### config.mk
export PLATFORM = sky130hd
export DESIGN_NAME = program_loader
export DESIGN_NICKNAME = d
export VERILOG_FILES = /design/src/rtl/program_loader_pkg.sv /design/src/rtl/program_loader.sv
export SDC_FILE = /design/constraint.sdc
export NUM_CORES = 1
export LEC_CHECK = 0
export ABC_AREA = 1
export CELL_PAD_IN_SITES_DETAIL_PLACEMENT = 1
export CELL_PAD_IN_SITES_GLOBAL_PLACEMENT = 2
export CORE_MARGIN = 1
export CORE_UTILIZATION = 30
export DETAILED_ROUTE_END_ITERATION = 12
export HOLD_SLACK_MARGIN = 0.05
export MAX_ROUTING_LAYER = met4
export PLACE_DENSITY_LB_ADDON = 0.1
export SKIP_LAST_GASP = 1
export SYNTH_ARGS = -nofsm -noshare
export SYNTH_HDL_FRONTEND = slang
export SYNTH_SLANG_ARGS = --single-unit
### constraint.sdc
create_clock -name CLK -period 2.4 [get_ports CLK]
set_input_delay 0.24 -clock CLK [delete_from_list [all_inputs] [get_ports CLK]]
set_output_delay 0.24 -clock CLK [all_outputs]
set_load 0.02 [all_outputs]
### src/rtl/program_loader_pkg.sv
// Shared definitions for the program loader: state encoding and the default
// address/data widths that the PC and program RAM are built with.
package program_loader_pkg;

  // Widths shared with the program counter and the 16-word RAM.
  localparam int ADDR_W_DEF = 4;
  localparam int DATA_W_DEF = 8;
  localparam int DEPTH_DEF  = 16;

  // Fixed 3-bit state codes, kept stable so debug probes decode them the same way.
  localparam logic [2:0] ENC_IDLE   = 3'd0;
  localparam logic [2:0] ENC_WAIT   = 3'd1;
  localparam logic [2:0] ENC_WRITE  = 3'd2;
  localparam logic [2:0] ENC_REWIND = 3'd3;
  localparam logic [2:0] ENC_DONE   = 3'd4;

  typedef enum logic [2:0] {
    LD_IDLE   = ENC_IDLE,
    LD_WAIT   = ENC_WAIT,
    LD_WRITE  = ENC_WRITE,
    LD_REWIND = ENC_REWIND,
    LD_DONE   = ENC_DONE
  } state_t;

endpackage

### src/rtl/program_loader.sv
// Program loader: takes program words over a valid/ready handshake, writes
// them to RAM through the PC parallel-load path, rewinds the PC to 0 at the
// end and holds the CPU off for the whole load. All outputs come from flops
// that are decoded from the next state, so they are glitch-free and drop
// immediately on an asynchronous RESET.
module program_loader
  import program_loader_pkg::*;
#(
  parameter int ADDR_W = ADDR_W_DEF,
  parameter int DATA_W = DATA_W_DEF,
  parameter int DEPTH  = DEPTH_DEF
) (
  input  logic              CLK,
  input  logic              RESET,
  input  logic              start,
  input  logic              abort,
  input  logic              in_valid,
  input  logic [DATA_W-1:0] in_data,
  output logic              in_ready,
  output logic [ADDR_W-1:0] addr_out,
  output logic              load,
  output logic [DATA_W-1:0] ram_data,
  output logic              ram_we,
  output logic              cpu_hold,
  output logic              busy,
  output logic              done,
  output logic [ADDR_W:0]   loaded_count
);

  // Final address of a full load; the address counter stops here and never wraps.
  localparam logic [ADDR_W-1:0] LAST_ADDR = ADDR_W'(DEPTH - 1);
  localparam logic [ADDR_W-1:0] ADDR_ONE  = {{(ADDR_W-1){1'b0}}, 1'b1};
  localparam logic [ADDR_W:0]   CNT_ONE   = {{ADDR_W{1'b0}}, 1'b1};

  state_t              state_q, state_d;
  logic [ADDR_W-1:0]   addr_q, addr_d;
  logic [DATA_W-1:0]   data_q, data_d;
  logic [ADDR_W:0]     count_q, count_d;

  logic                in_ready_q, in_ready_d;
  logic                ram_we_q, ram_we_d;
  logic                load_q, load_d;
  logic                done_q, done_d;
  logic                busy_q, busy_d;
  logic [ADDR_W-1:0]   addr_out_q, addr_out_d;

  // Next-state, address counter, data capture and loaded-word count.
  always_comb begin
    state_d = state_q;
    addr_d  = addr_q;
    data_d  = data_q;
    count_d = count_q;
    case (state_q)
      LD_IDLE: begin
        if (start) begin
          state_d = LD_WAIT;
          addr_d  = {ADDR_W{1'b0}};
          count_d = {(ADDR_W+1){1'b0}};
        end else begin
          state_d = LD_IDLE;
        end
      end
      LD_WAIT: begin
        // abort wins over a simultaneous word; that word is not taken.
        if (abort) begin
          state_d = LD_REWIND;
        end else if (in_valid) begin
          state_d = LD_WRITE;
          data_d  = in_data;
        end else begin
          state_d = LD_WAIT;
        end
      end
      LD_WRITE: begin
        // The write happens this cycle regardless; only the follow-on changes.
        count_d = count_q + CNT_ONE;
        if ((addr_q == LAST_ADDR) || abort) begin
          state_d = LD_REWIND;
        end else begin
          state_d = LD_WAIT;
          addr_d  = addr_q + ADDR_ONE;
        end
      end
      LD_REWIND: begin
        state_d = LD_DONE;
      end
      LD_DONE: begin
        state_d = LD_IDLE;
      end
      default: begin
        state_d = LD_IDLE;
      end
    endcase
  end

  // Output decode from the next state so each output is a plain flop.
  always_comb begin
    in_ready_d = 1'b0;
    ram_we_d   = 1'b0;
    load_d     = 1'b0;
    done_d     = 1'b0;
    busy_d     = 1'b0;
    addr_out_d = {ADDR_W{1'b0}};
    case (state_d)
      LD_IDLE: begin
        busy_d = 1'b0;
      end
      LD_WAIT: begin
        in_ready_d = 1'b1;
        busy_d     = 1'b1;
      end
      LD_WRITE: begin
        ram_we_d   = 1'b1;
        load_d     = 1'b1;
        busy_d     = 1'b1;
        addr_out_d = addr_d;
      end
      LD_REWIND: begin
        // PC parallel-loads address 0 so the CPU restarts at the program head.
        load_d = 1'b1;
        busy_d = 1'b1;
      end
      LD_DONE: begin
        done_d = 1'b1;
        busy_d = 1'b1;
      end
      default: begin
        busy_d = 1'b0;
      end
    endcase
  end

  // State and datapath registers, cleared immediately by RESET.
  always_ff @(posedge CLK or posedge RESET) begin
    if (RESET) begin
      state_q <= LD_IDLE;
      addr_q  <= {ADDR_W{1'b0}};
      data_q  <= {DATA_W{1'b0}};
      count_q <= {(ADDR_W+1){1'b0}};
    end else begin
      state_q <= state_d;
      addr_q  <= addr_d;
      data_q  <= data_d;
      count_q <= count_d;
    end
  end

  // Output registers; RESET drops ram_we, load and cpu_hold without a clock edge.
  always_ff @(posedge CLK or posedge RESET) begin
    if (RESET) begin
      in_ready_q <= 1'b0;
      ram_we_q   <= 1'b0;
      load_q     <= 1'b0;
      done_q     <= 1'b0;
      busy_q     <= 1'b0;
      addr_out_q <= {ADDR_W{1'b0}};
    end else begin
      in_ready_q <= in_ready_d;
      ram_we_q   <= ram_we_d;
      load_q     <= load_d;
      done_q     <= done_d;
      busy_q     <= busy_d;
      addr_out_q <= addr_out_d;
    end
  end

  assign in_ready     = in_ready_q;
  assign ram_we       = ram_we_q;
  assign load         = load_q;
  assign done         = done_q;
  assign busy         = busy_q;
  assign cpu_hold     = busy_q;
  assign addr_out     = addr_out_q;
  assign ram_data     = data_q;
  assign loaded_count = count_q;

endmodule

==> run_results.csv <==
group,metric,value,unit
place,pre_cts_ws,675,ps
timing,hold_violations,0,
logic_synthesis,muxShareOfSynthArea,0,
layout,mostFrequentLayoutCells,"nand2_1 (45), clkdlybuf4s50_1 (35), dfrtp_1 (29)",
worst_setup_path,critPathSlowestCell,"dfrtp_1",
detailed_routing,vias,1026,
logic_synthesis,yosys.area.top_type,"dfrtp_1",
timing,tightestPinTransition,562,ps
timing,maxSlewHeadroom,0.624,
timing,tns,0,ps
worst_setup_path,worstReg2RegStart,"state_q[2]",
global_route,grt_overflow,0,
logic_synthesis,synth_top_area_frac,0.574,
clock_tree,cts_made_buffers,5,
clock_tree,cts_tree,"built",
worst_setup_path,path_cells,"nor3_2, nand2_1, inv_2, nand2_1, nand2_1",
logic_synthesis,synth.distinct_cells,22,
timing,period_share,0.683,
clock_tree,cts_resized,0,
floorplan,io_pins,36,
detailed_routing,ant_nets,0,
floorplan,start_util,0.314,
floorplan,die_width,66.9,um
logic_synthesis,synth_simple_gate_area_frac,0.291,
detailed_routing,drc,0,
clock_tree,clk_path_buf_depth,2,
worst_setup_path,path_common_cell,"nand2_1",
power,power.total,2060,uW
layout,layout-drive-gt1-share,0.148,
worst_setup_path,timing.rr.end,"ram_data[0]",
timing,fmaxAchievable,0.610,GHz
layout,antenna_cells,0,
timing,final.setup.worst_slack,760,ps
power,leakagePower,0.000848,uW
logic_synthesis,synth_top_family_by_area,"simple AND/OR/NAND/NOR gates",
worst_setup_path,slowest_delay,480,ps
floorplan,coreArea,4030,um2
logic_synthesis,syn_inst,134,
power,powerDensity,1160,nW/um2
timing,finClkSkew,3.27,ps
layout,fin_util,0.439,
worst_setup_path,worstPathMaxFanout,13,
timing,period_minus_slack,1640,ps
floorplan,fp-row-count,23,
clock_tree,clock_latency,270,ps
global_route,first_global_vias,1088,
logic_synthesis,avgSynthCellArea,9.43,um2
worst_setup_path,cp-end-kind,"flip-flop",
detailed_routing,wl_per_cell,12.6,um
logic_synthesis,synth_seq_cells,29,
worst_setup_path,r2r_slack,760,ps
logic_synthesis,synth.yosys.seq_area_share,0.574,
timing,setup_viol,0,
detailed_routing,drt_iter0_drc,32,
detailed_routing,totalWireLength,2840,um
detailed_routing,via_per_inst,4.54,
clock_tree,clk_pin_slew,60,ps
layout,nets,190,
logic_synthesis,synth_nets,149,
layout,areaGrowthSynthToFinish,39.8,%
logic_synthesis,synth_compound_area_frac,0.0614,
timing,finalMaxSlewViolations,0,
layout,ff_latch_area,726,um2
worst_setup_path,worst_setup_path_start_kind,"flip-flop",
global_route,antenna_found_initial,0,
clock_tree,cts.root.buffer_cell,"clkbuf_8",
logic_synthesis,synthAdderAreaFrac,0.0198,
layout,final_common_cell,"nand2_1",
place,hpwl,2070,um
detailed_routing,first_pass_iters,4,
worst_setup_path,cp.arrival,1850,ps
clock_tree,post_cts_buffers,0,
floorplan,die-area,4480,um2
job,maxCapViolCount,0,
global_route,grt_use_total,0.160,
timing,rsz0062_at_grt,"false",
place,portBuffers,35,
worst_setup_path,critPathKind,"flip-flop to flip-flop",
logic_synthesis,syn_area,1260,um2
worst_setup_path,worstPathRequired,2610,ps
clock_tree,cts_hold_buf,0,
logic_synthesis,yosys-top-cells-area,"dfrtp_1 (57%), nand2_1 (13%), nand3_1 (3.6%)",
worst_setup_path,cp-startpoint,"state_q[2]",
worst_setup_path,setup.worst_path.end,"ram_data[0]",
power,ir_drop,0.436,mV
layout,multiInputGateArea,470,um2
clock_tree,htreeDepth,2,
logic_synthesis,synthXorXnorAreaFrac,0,
floorplan,die_h,66.9,um
place,gp_congestion,0.731,
global_route,grt_max_degree,30,
layout,fill_cells,466,
logic_synthesis,yosysWarnings,0,
worst_hold_path,hold_class,"input port to asynchronous set/reset pin",
outcome,run_status,"finished, final reports clean",
clock_tree,clock-sinks,29,
worst_setup_path,r2r_cells,5,
global_route,grt_pass1_wl,5010,um
## worst min path at each step
stage                        endpoint  slack, ps
after floorplan           addr_out[0]        320
after global routing             busy        390
after CTS                 addr_out[2]        350
after global placement    ram_data[7]        470
after detailed placement  ram_data[4]        470
final                            load        340
## worst max-delay path: cells and delay by family (launching register included)
| family | cells | cell delay [ps] |
|---|---|---|
| DFF | 1 | 480 |
| buffers and inverters | 1 | 260 |
| and+or+nand+nor | 4 | 830 |
## metrics by stage
stage          hold slack, ps  cell area [um2]  cells
3_3_place_gp              473             1670    218
2_1_floorplan             318             1260    134
4_1_cts                   352             1770    226
3_5_place_dp              472             1670    218
6_report                  336             1770    226
5_1_grt                   394             1770    226
## routing by layer
metal  GRT usage  wire length (um)
met5           -                 0
met4      0.0718                17
met3      0.0462               116
met1       0.189              1280
met2       0.250              1430
## area by class of cell
cell class / count / area share
sequential: 29 / 0.411
tap: 50 / 0.0354
multi-input combinational: 90 / 0.266
inverter: 13 / 0.0276
timing repair buffer: 36 / 0.203
clock buffer: 7 / 0.0545
clock inverter: 1 / 0.00283
## registers in the layout (all words and copies together) (netlist names)
name          count
load              1
in_ready          1
ram_we            1
ram_data          8
addr_out          4
loaded_count      5
busy              1
addr_q            4
done              1
state_q           3
## cell usage after synthesis
library cell,number
nand2_1,45
dfrtp_1,29
inv_1,12
nand3_1,9
nor2_1,6
o21ai_0,5
a21oi_2,4
nand2_2,4
nor2_4,3
a21oi_1,2
ha_1,2
nand2_4,2
nor3_1,2
buf_4,1
buf_6,1
inv_2,1
nand3_2,1
nand3b_1,1
nand4_1,1
nor2_2,1
nor3_2,1
o31ai_1,1
## power by group
| group | internal, uW | switching (uW) |
|---|---|---|
| registers | 640 | 120 |
| logic | 365 | 496 |
| clock network | 259 | 176 |
## logic make-up after synthesis
logic type,Yosys count
AO/OA/AOI/OAI,12
flip-flops,29
adder cells (fa/ha/maj),2
buffers and inverters,15
AND/OR/NAND/NOR,76
Note: power is estimated with default switching activity, not from simulation.
